## src/rtl/game_renderer_pkg.sv

```systemverilog
// ============================================================================
// game_renderer_pkg : shared game geometry, colour types and block palette
// Revision 1.0 - initial release
// ============================================================================
`default_nettype none

package game_renderer_pkg;

  typedef struct packed {
    logic [2:0] r;
    logic [2:0] g;
    logic [1:0] b;
  } rgb_t;

  localparam logic [9:0] ballSizePixel     = 10'd8;
  localparam logic [9:0] paddleLengthPixel = 10'd64;
  localparam logic [9:0] paddleHeightPixel = 10'd8;
  localparam logic [9:0] paddleYPixel      = 10'd560;

  localparam logic [9:0] blockStartXPixel  = 10'd16;
  localparam logic [9:0] blockStartYPixel  = 10'd48;
  localparam logic [3:0] blockColCount     = 4'd12;
  localparam logic [2:0] blockRowCount     = 3'd6;
  localparam int         c_blockCount      = 72;

  // Wall positions are in 8-pixel tiles
  localparam logic [6:0] leftWallXTile     = 7'd1;
  localparam logic [6:0] rightWallXTile    = 7'd98;
  localparam logic [6:0] ceilingYTile      = 7'd4;

  localparam rgb_t c_colourBlack   = '{r: 3'd0, g: 3'd0, b: 2'd0};
  localparam rgb_t c_colourLost    = '{r: 3'd2, g: 3'd0, b: 2'd0};
  localparam rgb_t c_colourBall    = '{r: 3'd7, g: 3'd7, b: 2'd3};
  localparam rgb_t c_colourPaddle  = '{r: 3'd0, g: 3'd7, b: 2'd3};
  localparam rgb_t c_colourWall    = '{r: 3'd4, g: 3'd4, b: 2'd2};
  localparam rgb_t c_colourRed     = '{r: 3'd7, g: 3'd0, b: 2'd0};
  localparam rgb_t c_colourOrange  = '{r: 3'd7, g: 3'd3, b: 2'd0};
  localparam rgb_t c_colourYellow  = '{r: 3'd7, g: 3'd7, b: 2'd0};
  localparam rgb_t c_colourGreen   = '{r: 3'd0, g: 3'd7, b: 2'd0};
  localparam rgb_t c_colourBlue    = '{r: 3'd0, g: 3'd0, b: 2'd3};
  localparam rgb_t c_colourMagenta = '{r: 3'd7, g: 3'd0, b: 2'd3};

  function automatic rgb_t block_colour(input logic [2:0] row);
    case (row)
      3'd0:    block_colour = c_colourRed;
      3'd1:    block_colour = c_colourOrange;
      3'd2:    block_colour = c_colourYellow;
      3'd3:    block_colour = c_colourGreen;
      3'd4:    block_colour = c_colourBlue;
      default: block_colour = c_colourMagenta;
    endcase
  endfunction

endpackage

`default_nettype wire

```

## src/rtl/game_renderer_if.sv

```systemverilog
// ============================================================================
// game_renderer_if : raster, physics and colour signals of the renderer
// Revision 1.0 - initial release
// ============================================================================
`default_nettype none

interface game_renderer_if;
  import game_renderer_pkg::*;

  logic [9:0]              PIXEL_X;
  logic [9:0]              PIXEL_Y;
  logic                    PIXEL_ACTIVE;
  logic                    FRAME_END;
  logic [9:0]              PADDLE_X_PIXEL;
  logic [9:0]              BALL_X_PIXEL;
  logic [9:0]              BALL_Y_PIXEL;
  logic [c_blockCount-1:0] BLOCK_STATE;
  logic                    BALL_LOST;
  logic [2:0]              RED;
  logic [2:0]              GREEN;
  logic [1:0]              BLUE;
  logic                    START_UPDATE;

  modport master (
    output PIXEL_X, PIXEL_Y, PIXEL_ACTIVE, FRAME_END,
    output PADDLE_X_PIXEL, BALL_X_PIXEL, BALL_Y_PIXEL, BLOCK_STATE, BALL_LOST,
    input  RED, GREEN, BLUE, START_UPDATE
  );

  modport slave (
    input  PIXEL_X, PIXEL_Y, PIXEL_ACTIVE, FRAME_END,
    input  PADDLE_X_PIXEL, BALL_X_PIXEL, BALL_Y_PIXEL, BLOCK_STATE, BALL_LOST,
    output RED, GREEN, BLUE, START_UPDATE
  );

endinterface

`default_nettype wire

```

## src/rtl/game_renderer_block_locator.sv

```systemverilog
// ============================================================================
// block_locator : maps a pixel onto block row / flat index, excluding the gap
// Revision 1.0 - initial release
// ============================================================================
`default_nettype none

module block_locator
  import game_renderer_pkg::*;
#(
  parameter int BLOCK_GAP = 1
) (
  input  wire  [9:0] i_x,
  input  wire  [9:0] i_y,
  output logic [2:0] o_row,
  output logic [6:0] o_index,
  output logic       o_valid
);

  localparam int c_gapX = 64 - BLOCK_GAP;
  localparam int c_gapY = 16 - BLOCK_GAP;

  logic [9:0] w_dx;
  logic [9:0] w_dy;
  logic [3:0] w_col;
  logic       w_in_x;
  logic       w_in_y;
  logic       w_gap;

  // Explicit lower-bound checks stop wrapped offsets from landing on a block
  assign w_dx   = i_x - blockStartXPixel;
  assign w_dy   = i_y - blockStartYPixel;
  assign w_col  = w_dx[9:6];
  assign w_in_x = (i_x >= blockStartXPixel) && (w_col < blockColCount);
  assign w_in_y = (i_y >= blockStartYPixel) && (w_dy[9:4] < {3'd0, blockRowCount});
  assign w_gap  = (int'(w_dx[5:0]) >= c_gapX) || (int'(w_dy[3:0]) >= c_gapY);

  assign o_row   = w_dy[6:4];
  assign o_index = ({4'd0, o_row} * {3'd0, blockColCount}) + {3'd0, w_col};
  assign o_valid = w_in_x && w_in_y && !w_gap;

endmodule

`default_nettype wire

```

## src/rtl/game_renderer.sv

```systemverilog
// ============================================================================
// game_renderer : 2-cycle pixel colour pipeline over a per-frame snapshot
// Revision 1.0 - initial release
// ============================================================================
`default_nettype none

module game_renderer
  import game_renderer_pkg::*;
#(
  parameter int BLOCK_GAP = 1
) (
  input  wire              CLK,
  input  wire              RESET,
  game_renderer_if.slave   bus
);

  logic [9:0]              r_pend_paddle_x, r_pend_ball_x, r_pend_ball_y;
  logic [c_blockCount-1:0] r_pend_blocks;
  logic                    r_pend_lost, r_pend_vld;
  logic [9:0]              r_snap_paddle_x, r_snap_ball_x, r_snap_ball_y;
  logic [c_blockCount-1:0] r_snap_blocks;
  logic                    r_snap_lost;
  logic                    r_start;
  logic [9:0]              r_s1_x, r_s1_y;
  logic                    r_s1_act;
  rgb_t                    r_rgb;

  // Physics values are captured on FRAME_END and published one cycle later,
  // so a pixel coincident with FRAME_END still sees the previous snapshot.
  always_ff @(posedge CLK or posedge RESET) begin
    if (RESET) begin
      r_pend_paddle_x <= '0;
      r_pend_ball_x   <= '0;
      r_pend_ball_y   <= '0;
      r_pend_blocks   <= '0;
      r_pend_lost     <= 1'b0;
      r_pend_vld      <= 1'b0;
      r_snap_paddle_x <= '0;
      r_snap_ball_x   <= '0;
      r_snap_ball_y   <= '0;
      r_snap_blocks   <= '0;
      r_snap_lost     <= 1'b0;
      r_start         <= 1'b0;
    end else begin
      r_pend_vld <= bus.FRAME_END;
      r_start    <= bus.FRAME_END;
      if (bus.FRAME_END) begin
        r_pend_paddle_x <= bus.PADDLE_X_PIXEL;
        r_pend_ball_x   <= bus.BALL_X_PIXEL;
        r_pend_ball_y   <= bus.BALL_Y_PIXEL;
        r_pend_blocks   <= bus.BLOCK_STATE;
        r_pend_lost     <= bus.BALL_LOST;
      end
      if (r_pend_vld) begin
        r_snap_paddle_x <= r_pend_paddle_x;
        r_snap_ball_x   <= r_pend_ball_x;
        r_snap_ball_y   <= r_pend_ball_y;
        r_snap_blocks   <= r_pend_blocks;
        r_snap_lost     <= r_pend_lost;
      end
    end
  end

  always_ff @(posedge CLK or posedge RESET) begin
    if (RESET) begin
      r_s1_x   <= '0;
      r_s1_y   <= '0;
      r_s1_act <= 1'b0;
    end else begin
      r_s1_x   <= bus.PIXEL_X;
      r_s1_y   <= bus.PIXEL_Y;
      r_s1_act <= bus.PIXEL_ACTIVE;
    end
  end

  logic [10:0] w_x11, w_y11;
  logic        w_hit_ball, w_hit_paddle, w_hit_block, w_hit_wall;
  logic [2:0]  w_loc_row;
  logic [6:0]  w_loc_index;
  logic        w_loc_valid;
  rgb_t        w_colour;

  block_locator #(
    .BLOCK_GAP (BLOCK_GAP)
  ) u_block_locator (
    .i_x     (r_s1_x),
    .i_y     (r_s1_y),
    .o_row   (w_loc_row),
    .o_index (w_loc_index),
    .o_valid (w_loc_valid)
  );

  // 11-bit compares: ball pixels past the 10-bit wrap are simply not drawn
  assign w_x11 = {1'b0, r_s1_x};
  assign w_y11 = {1'b0, r_s1_y};

  assign w_hit_ball =
      (w_x11 >= {1'b0, r_snap_ball_x}) &&
      (w_x11 <  ({1'b0, r_snap_ball_x} + {1'b0, ballSizePixel})) &&
      (w_y11 >= {1'b0, r_snap_ball_y}) &&
      (w_y11 <  ({1'b0, r_snap_ball_y} + {1'b0, ballSizePixel}));

  assign w_hit_paddle =
      (w_x11 >= {1'b0, r_snap_paddle_x}) &&
      (w_x11 <  ({1'b0, r_snap_paddle_x} + {1'b0, paddleLengthPixel})) &&
      (w_y11 >= {1'b0, paddleYPixel}) &&
      (w_y11 <  ({1'b0, paddleYPixel} + {1'b0, paddleHeightPixel}));

  assign w_hit_block = w_loc_valid && r_snap_blocks[w_loc_index];

  assign w_hit_wall = (r_s1_x[9:3] == leftWallXTile)  ||
                      (r_s1_x[9:3] == rightWallXTile) ||
                      (r_s1_y[9:3] == ceilingYTile);

  always_comb begin
    w_colour = r_snap_lost ? c_colourLost : c_colourBlack;
    if (w_hit_ball) begin
      w_colour = c_colourBall;
    end else if (w_hit_paddle) begin
      w_colour = c_colourPaddle;
    end else if (w_hit_block) begin
      w_colour = block_colour(w_loc_row);
    end else if (w_hit_wall) begin
      w_colour = c_colourWall;
    end
  end

  always_ff @(posedge CLK or posedge RESET) begin
    if (RESET) begin
      r_rgb <= c_colourBlack;
    end else begin
      r_rgb <= r_s1_act ? w_colour : c_colourBlack;
    end
  end

  assign bus.RED          = r_rgb.r;
  assign bus.GREEN        = r_rgb.g;
  assign bus.BLUE         = r_rgb.b;
  assign bus.START_UPDATE = r_start;

endmodule

`default_nettype wire

```

## src/flat_wrapper.sv

```systemverilog
// flat-port wrapper written by rule: the top's interface ports become plain ports
module game_renderer_flat import game_renderer_pkg::*;
#(
  parameter int BLOCK_GAP = 1
)
  (CLK, RESET, bus_PIXEL_X, bus_PIXEL_Y, bus_PIXEL_ACTIVE, bus_FRAME_END, bus_PADDLE_X_PIXEL, bus_BALL_X_PIXEL, bus_BALL_Y_PIXEL, bus_BLOCK_STATE, bus_BALL_LOST, bus_RED, bus_GREEN, bus_BLUE, bus_START_UPDATE);
  game_renderer_if bus_i ();
  input  wire CLK;
  input  wire RESET;
  input wire logic [$bits(bus_i.PIXEL_X)-1:0] bus_PIXEL_X;
  input wire logic [$bits(bus_i.PIXEL_Y)-1:0] bus_PIXEL_Y;
  input wire logic [$bits(bus_i.PIXEL_ACTIVE)-1:0] bus_PIXEL_ACTIVE;
  input wire logic [$bits(bus_i.FRAME_END)-1:0] bus_FRAME_END;
  input wire logic [$bits(bus_i.PADDLE_X_PIXEL)-1:0] bus_PADDLE_X_PIXEL;
  input wire logic [$bits(bus_i.BALL_X_PIXEL)-1:0] bus_BALL_X_PIXEL;
  input wire logic [$bits(bus_i.BALL_Y_PIXEL)-1:0] bus_BALL_Y_PIXEL;
  input wire logic [$bits(bus_i.BLOCK_STATE)-1:0] bus_BLOCK_STATE;
  input wire logic [$bits(bus_i.BALL_LOST)-1:0] bus_BALL_LOST;
  output wire logic [$bits(bus_i.RED)-1:0] bus_RED;
  output wire logic [$bits(bus_i.GREEN)-1:0] bus_GREEN;
  output wire logic [$bits(bus_i.BLUE)-1:0] bus_BLUE;
  output wire logic [$bits(bus_i.START_UPDATE)-1:0] bus_START_UPDATE;
  assign bus_i.PIXEL_X = bus_PIXEL_X;
  assign bus_i.PIXEL_Y = bus_PIXEL_Y;
  assign bus_i.PIXEL_ACTIVE = bus_PIXEL_ACTIVE;
  assign bus_i.FRAME_END = bus_FRAME_END;
  assign bus_i.PADDLE_X_PIXEL = bus_PADDLE_X_PIXEL;
  assign bus_i.BALL_X_PIXEL = bus_BALL_X_PIXEL;
  assign bus_i.BALL_Y_PIXEL = bus_BALL_Y_PIXEL;
  assign bus_i.BLOCK_STATE = bus_BLOCK_STATE;
  assign bus_i.BALL_LOST = bus_BALL_LOST;
  assign bus_RED = bus_i.RED;
  assign bus_GREEN = bus_i.GREEN;
  assign bus_BLUE = bus_i.BLUE;
  assign bus_START_UPDATE = bus_i.START_UPDATE;
  game_renderer #(.BLOCK_GAP(BLOCK_GAP)) u_core (.CLK(CLK), .RESET(RESET), .bus(bus_i));
endmodule
```

## config.mk

```make
export PLATFORM = sky130hd
export DESIGN_NAME = game_renderer_flat
export DESIGN_NICKNAME = d
export VERILOG_FILES = /design/src/rtl/game_renderer_pkg.sv /design/src/rtl/game_renderer_if.sv /design/src/rtl/game_renderer_block_locator.sv /design/src/rtl/game_renderer.sv /design/src/flat_wrapper.sv
export SDC_FILE = /design/constraint.sdc
export NUM_CORES = 1
export LEC_CHECK = 0
export CORE_MARGIN = 2
export CORE_UTILIZATION = 50
export CTS_CLUSTER_SIZE = 30
export DETAILED_ROUTE_END_ITERATION = 12
export PLACE_DENSITY = 0.69
export SLEW_MARGIN = 20
export SYNTH_ARGS = -nofsm -noshare
export SYNTH_HDL_FRONTEND = slang
export SYNTH_HIERARCHICAL = 1
export SYNTH_SLANG_ARGS = --single-unit
```

## constraint.sdc

```tcl
create_clock -name CLK -period 9.1 [get_ports CLK]
set_input_delay 0.91 -clock CLK [delete_from_list [all_inputs] [get_ports CLK]]
set_output_delay 0.91 -clock CLK [all_outputs]
set_load 0.005 [all_outputs]
```

==> impl_results.md, run 1 <==
- Final core occ: approximately 63%
- Die Span X: ~150 um
- CP required: 9.52 ns
- HP Start: u_core/r_pend_paddle_x[6]$_DFFE_PP0P_
- Critical Path Sink Type: flop
- Nets@finish: 1127
- CTS max path bufs: 3
- Cell Area, Synth: roughly 11000 um^2
- Synth warnings: 6
- Lkg Pwr: around 5.7 nW
- Average wire per standard cell: ~18 um
- # clock sinks: about 240
- RD Place Congestion: approximately 0.84
- Final ANT Viol Nets: 0
- Max-Cap Viols: 0
- Min cycle time layout: roughly 4.3 ns
- Reg-to-reg slack, setup: 4.77 ns
- Final period util: a little under half
- Net Sw Frac: roughly a quarter
- Root Driver: clkbuf_16
- Crit path DAT: around 4.8 ns
- Async S/R FF share, synth: 100.0%
- FMAX: 231.0 MHz
- PwrDens: 204.0 nW/um^2
- Psw: about 0.69 mW
- Vias in the first global route: approximately 7000
- Starting DRT DRC Count: 330
- Worst setup SP type: flop
- Rel. slew slack: approximately two fifths
- Peak VDD IR: approximately 0.00012 V
- Boundary Pins: 136
- Drt drc: 0
- Hold WS: approximately 0.48 ns
- Post-synth EDFFs: 0
- Layout area overhead: 22.70%
- Reg2reg start: u_core/r_s1_y[4]$_DFF_PP0_
- Largest net degree at the start of global routing: 85
- Int Power: about 2 mW
- CORE AREA: 21150 um^2
- Rows: 53
- GRT overflow: 0
- Crit-path cells: ha_1 > xor2_2 > inv_1 > fa_1 > nand2_1 > xnor2_1 > mux4_2 > nand2_1 > o21ai_1 > or4_1 > and3_4 > o31a_1
- Final setup viols: 0
- Via count: roughly 6700
- IO Port Bufs: ~140
- Initial Util: 51.26%
- WL final: 22820 um
- Main synth FF type: dfrtp_1
- R2R Path End: u_core/bus.GREEN[2]$_DFF_PP0_
- Setup skew after layout: around 0.015 ns
- CTS clk-pin slew, worst paths: around 0.06 ns
- Mapped Cells: 807
- Slowest CP cell: or4_1
- Kind of critical path: flop to flop
- RSZ-0062 raised after global routing: false
- Reg power frac: between 40% and 50%
- Post-cts resize count: 0
- Clock power share: a little under two fifths
- Cell depth of the worst hold path: 2
- H-tree depth: 1
- Final Slew Violations: 0
- Post-Syn Nets: between 900 and 1000
- Vias per cell: ~5.4
- Synth unique cells: 60
- CP most frequent cell: nand2_1
- Final Cell Area: roughly 13000 um^2
- Worst skew pair latency: roughly 0.54 ns
- Setup tns final: 0 ns
- Die Y: 151.3 um
- Comb power frac: approximately 16%
- Status: finished, final reports clean
- GRT Overall Usage: 20.74%
- WHS Endpoint: u_core/r_snap_paddle_x[6]$_DFFE_PP0P_
- Layout cell share with drive strength beyond 1: around a quarter
- Synthesized area per cell: roughly 13 um^2
- Worst R2R Path Depth: 12
- Initial antenna violation count: 0
- HPWL after DPL: 16100 um
- # hold bufs at CTS: 0
- HP Class: flop to flop
- Total clock buffers created by CTS: 26
- Critical path's largest stage delay: 0.70 ns
- Die ar.: approximately 23000 um^2
- Final Hold Viols: 0
- Placed cell areas: 12440 um^2
- First-pass GRT wire length: around 37000 um
- Seq/Total Area, Yosys: 54.23%
- Yosys reg bits: roughly 240
- Post-CTS setup buffer count: 0
- CTS tree: done
- Crit path max fanout: 9
- DRT Pass-1 Iters: 4
- Slew @ Worst Pin: around 0.92 ns
- # diodes: 0
[worst max path at each step]
stage	from	end	slack, ns
after floorplan	RESET	u_core/bus.BLUE[0]$_DFF_PP0_	1.74
after global placement	u_core/r_s1_y[4]$_DFF_PP0_	u_core/bus.GREEN[2]$_DFF_PP0_	4.92
after detailed placement	u_core/r_s1_y[4]$_DFF_PP0_	u_core/bus.GREEN[2]$_DFF_PP0_	4.84
after CTS	u_core/r_s1_y[4]$_DFF_PP0_	u_core/bus.GREEN[2]$_DFF_PP0_	4.81
after global routing	u_core/r_s1_y[4]$_DFF_PP0_	u_core/bus.GREEN[2]$_DFF_PP0_	4.49
final	u_core/r_s1_y[4]$_DFF_PP0_	u_core/bus.GREEN[2]$_DFF_PP0_	4.77
[stage by stage]
| stage | worst slack (ns) | std cells | power [mW] |
|---|---|---|---|
| 6_report | 4.771 | 1234 | 2.715 |
| 5_1_grt | 4.494 | 1234 | 2.856 |
| 4_1_cts | 4.813 | 1234 | 2.743 |
| 3_5_place_dp | 4.843 | 1188 | 1.710 |
| 3_3_place_gp | 4.916 | 1188 | 1.699 |
| 2_1_floorplan | 1.744 | 807 | 1.544 |
[cell families after synthesis]
logic type / Yosys count / synth area share (%)
buffers and inverters: 77 / 2.861
flip-flops: 235 / 54.23
adder cells (fa/ha/maj): 59 / 6.946
AO/OA/AOI/OAI: 100 / 6.035
XOR/XNOR: 22 / 1.846
AND/OR/NAND/NOR: 113 / 5.169
multiplexers: 201 / 22.91
[worst max-delay path: cells and delay by family, from the launching register on]
kind                     cells  cell delay, ns
XOR/XNOR                     2            0.79
adder cells (fa/ha/maj)      2            0.96
flip-flops                   1            0.49
AO/OA/AOI/OAI                2            0.27
multiplexers                 1            0.40
AND/OR/NAND/NOR              4            1.12
buffers and inverters        1            0.18
[power by group through the flow]
| stage | Clock [mW] | Combinational (mW) | Sequential (mW) |
|---|---|---|---|
| floorplan | 0 | 0.315 | 1.23 |
| global placement | 0 | 0.425 | 1.27 |
| detailed placement | 0 | 0.435 | 1.27 |
| CTS | 1.05 | 0.439 | 1.26 |
| global route | 1.10 | 0.484 | 1.27 |
| finish | 1.03 | 0.433 | 1.26 |
[placed cells by master (no fill, tap or decap), types with 3 or more instances in the layout]
cell type / Yosys / final
mux4_2: 16 / 16
nor3_1: 3 / 3
a21oi_1: 13 / 13
xor2_1: 4 / 3
a31oi_1: 3 / 3
clkdlybuf4s50_1: 0 / 134
inv_1: 43 / 42
and3_1: 6 / 6
nor2_1: 17 / 17
nand3b_1: 3 / 3
nand3_1: 12 / 12
nand2b_1: 6 / 6
xnor2_1: 17 / 17
o21a_1: 5 / 5
clkbuf_1: 24 / 8
a211oi_1: 7 / 7
nor4_1: 3 / 3
clkbuf_8: 0 / 6
nand2_1: 45 / 45
ha_1: 57 / 57
mux4_1: 3 / 3
buf_4: 1 / 5
dfrtp_1: 235 / 234
mux2i_1: 3 / 3
o211ai_1: 3 / 3
a211o_1: 3 / 3
nor2b_1: 4 / 4
mux2_2: 179 / 179
o21ai_0: 36 / 36
clkbuf_16: 0 / 26
a21o_1: 6 / 6
nand4_1: 3 / 3
a2111oi_0: 4 / 4
[synth_stat cells (6+ instances only)]
library cell    n  area [um^2]
ha_1           57        713.2
nor2_1         17        63.81
xnor2_1        17        148.9
clkbuf_1       24        90.09
nand2_1        45        168.9
a21o_1          6        45.04
a21oi_1        13        65.06
inv_1          43        161.4
and3_1          6        37.54
nand3_1        12        60.06
dfrtp_1       235         5881
nand2b_1        6        37.54
mux2_2        179         2016
a211oi_1        7        52.55
o21ai_0        36        180.2
mux4_2         16        360.4
[per-layer routing]
metal  global-route usage [%]  wire length, um  vias to the layer above
li1                         -                -                     3172
met1                    28.97            10360                     3335
met2                    34.71            11100                      145
met3                    3.102              988                       28
met5                        0                0                        -
met4                    4.346              368                        0
[layout make-up]
| type | count | area, um^2 |
|---|---|---|
| Sequential cell | 235 | 5884 |
| Inverter | 43 | 168.9 |
| Timing Repair Buffer | 140 | 1390 |
| Clock inverter | 6 | 93.84 |
| Multi-Input combinational cell | 495 | 4661 |
| Clock buffer | 40 | 763.2 |
| Fill cell | 1668 | 7849 |
| Tap cell | 275 | 344.1 |
[registers in the layout, indices dropped and copies added (netlist names)]
name,cells
u_core/bus.BLUE,2
u_core/bus.GREEN,2
u_core/bus.RED,3
u_core/bus.START_UPDATE,1
u_core/r_pend_ball_x,10
u_core/r_pend_ball_y,10
u_core/r_pend_blocks,72
u_core/r_pend_lost,1
u_core/r_pend_paddle_x,10
u_core/r_s1_act,1
u_core/r_s1_x,10
u_core/r_s1_y,10
u_core/r_snap_ball_x,10
u_core/r_snap_ball_y,10
u_core/r_snap_blocks,72
u_core/r_snap_lost,1
u_core/r_snap_paddle_x,10
Note: power is estimated with default switching activity, not from simulation.
==> inputs of run 2 (changes only) <==
PLACE_DENSITY = 0.72   (was 0.69)
clock period = 3.85 ns   (was 9.1 ns; I/O delays follow)
==> run 2 against run 1 <==
- wire length is 0.86% lower
- clock-buffer cell count is 3 lower
- sequential share of layout area is 0.73 points lower
- utilization is 1.1 points higher
- global-route usage is 0.36 points lower
- final area is 1.7% higher
- register-to-register slack worse by 4.5 ns
- largest power group unchanged
- flip-flop and latch count stayed put
- largest cell class unchanged
==> impl_results.md, run 2 (same netlist as run 1, synthesis figures left out) <==
- Status: finished, final reports clean
- Setup tns final: 0 ns
- H-tree depth: 1
- CTS clk-pin slew, worst paths: 0.06 ns
- Largest net degree at the start of global routing: approximately 110
- CTS max path bufs: 3
- Final Slew Violations: 0
- Initial antenna violation count: 1
- HP Start: bus_PIXEL_X[6]
- IO Port Bufs: approximately 140
- Multi-input gate area: approximately 4700 um^2
- Vias in the first global route: ~7000
- HPWL after DPL: ~16000 um
- Worst skew pair latency: between 0.5 and 0.6 ns
- Reg-to-reg slack, setup: 0.22 ns
- CP required: approximately 4.3 ns
- Crit path max fanout: 9
- # clock sinks: about 240
- Power Total: between 6 and 7 mW
- Slew @ Worst Pin: between 0.7 and 0.8 ns
- Crit path DAT: 4.05 ns
- Slowest CP cell: fa_1
- Delay-heaviest family, CP: simple AND/OR/NAND/NOR gates
- First-pass GRT wire length: roughly 37000 um
- Kind of critical path: flop to flop
- CP most frequent cell: nand2_1
- Die Span X: 151.3 um
- Critical Path Sink Type: flop
- CP bufs+invs: 1
- Via count: around 7000
- Setup skew after layout: 0.01289 ns
- Rows: 53
- Lkg Pwr: between 5 and 6 nW
- Biggest regs: u_core/r_pend_blocks (72), u_core/r_snap_blocks (72)
- RD Place Congestion: approximately 0.86
- Total clock buffers created by CTS: 26
- Final period util: 94.26%
- Die Y: between 150 and 200 um
- Worst R2R Path Depth: 12
- Starting DRT DRC Count: between 300 and 400
- Vias per cell: between 5 and 6
- Layout area overhead: 24.76%
- Die ar.: around 23000 um^2
- Final setup viols: 0
- Rel. slew slack: between 40% and 50%
- Most frequent cells in the layout: dfrtp_1 (234), mux2_2 (179), clkdlybuf4s50_1 (134)
- Cell depth of the worst hold path: 1
- DRT Pass-1 Iters: 4
- Layout cell share with drive strength beyond 1: between 20% and 30%
- Min cycle time layout: between 3 and 4 ns
- Crit-path cells: ha_1 > xor2_2 > inv_1 > fa_1 > nand2_1 > xnor2_1 > mux4_2 > nand2_1 > o21ai_1 > or4_4 > and3_4 > o31a_1
- RSZ-0062 raised after global routing: false
- Average wire per standard cell: 18.05 um
- CTS tree: done
- Critical path's largest stage delay: between 0.6 and 0.7 ns
- Layout filler cell count: ~1600
- Post-CTS setup buffer count: 0
- Initial Util: roughly 51%
- Place WS: about 0.075 ns
- PwrDens: 480.3 nW/um^2
- Drt drc: 0
- Worst setup SP type: flop
- R2R Path End: u_core/bus.GREEN[2]$_DFF_PP0_
- Root Driver: clkbuf_16
- WL final: approximately 23000 um
- GRT overflow: 0
- WHS Endpoint: u_core/r_s1_x[6]$_DFF_PP0_
- Nets@finish: between 1000 and 1500
- Reg2reg start: u_core/r_s1_y[4]$_DFF_PP0_
- Final Hold Viols: 0
- Final worst setup slack: about 0.22 ns
- Final ANT Viol Nets: 0
- FMAX: between 200 and 300 MHz
- CORE AREA: between 20000 and 25000 um^2
- Most common cell after layout, fill and taps aside: dfrtp_1
- Peak VDD IR: roughly 0.0003 V
- Register area: approximately 6000 um^2
- Max-Cap Viols: 0
- HP Class: primary input to flop
- GRT Overall Usage: approximately a fifth
- Boundary Pins: about 140
-- run 2: cell types whose count changed in the layout (fill, tap and decap cells not counted), sizes merged --
cell / change
clkinvlp: +3
diode: +1
clkinv: +2
buf: +16
clkbuf: -3
-- run 2: area by class of cell --
| class | count | share of cell area, % |
|---|---|---|
| antenna | 1 | 0.01850 |
| clock buffer | 37 | 5.706 |
| clock inverter | 11 | 0.8878 |
| inverter | 43 | 1.221 |
| multi-input combinational | 495 | 34.53 |
| sequential | 235 | 43.49 |
| tap | 275 | 2.543 |
| timing repair buffer | 156 | 11.60 |
-- run 2: what timing repair did --
| item | in CTS | in global routing |
|---|---|---|
| hold buffers | 0 | 0 |
| setup endpoints to repair | 0 | 7 |
| resized for setup | 0 | 2 |
-- run 2: metrics by stage --
stage	instance area, um^2	util, %	hold slack (ns)	std cells
2_1_floorplan	10850	-	0.4164	807
3_3_place_gp	12620	59.67	0.4552	1204
3_5_place_dp	12620	59.67	0.4626	1204
4_1_cts	13520	63.89	0.2707	1252
5_1_grt	13530	63.94	0.2840	1252
6_report	13530	63.96	0.2847	1253
-- run 2: worst max-delay path by stage --
| stage | startpoint | endpoint | slack [ns] | cells after the start |
|---|---|---|---|---|
| finish | u_core/r_s1_y[4]$_DFF_PP0_ | u_core/bus.GREEN[2]$_DFF_PP0_ | 0.22 | 12 |
| floorplan | u_core/r_s1_y[4]$_DFF_PP0_ | u_core/bus.GREEN[2]$_DFF_PP0_ | 0.25 | 14 |
| global route | u_core/r_s1_y[4]$_DFF_PP0_ | u_core/bus.GREEN[2]$_DFF_PP0_ | 0.02 | 12 |
| CTS | u_core/r_s1_y[4]$_DFF_PP0_ | u_core/bus.GREEN[2]$_DFF_PP0_ | 0.06 | 12 |
| detailed placement | u_core/r_s1_y[4]$_DFF_PP0_ | u_core/bus.GREEN[2]$_DFF_PP0_ | 0.07 | 12 |
| global placement | u_core/r_s1_y[4]$_DFF_PP0_ | u_core/bus.GREEN[2]$_DFF_PP0_ | 0.17 | 12 |
-- run 2: layer usage --
| metal | global-route usage, % | routed length [um] | vias up |
|---|---|---|---|
| li1 | - | - | 3204 |
| met1 | 28.30 | 10220 | 3430 |
| met2 | 33.10 | 10620 | 140 |
| met3 | 3.735 | 1222 | 34 |
| met4 | 5.701 | 558 | 0 |
| met5 | 0 | 0 | - |
-- run 2: report_power, final --
| group | switching [mW] | internal [mW] | total [mW] |
|---|---|---|---|
| clock network | 1.00 | 1.48 | 2.48 |
| logic | 0.457 | 0.621 | 1.08 |
| registers | 0.188 | 2.75 | 2.94 |
| total | 1.65 | 4.85 | 6.50 |
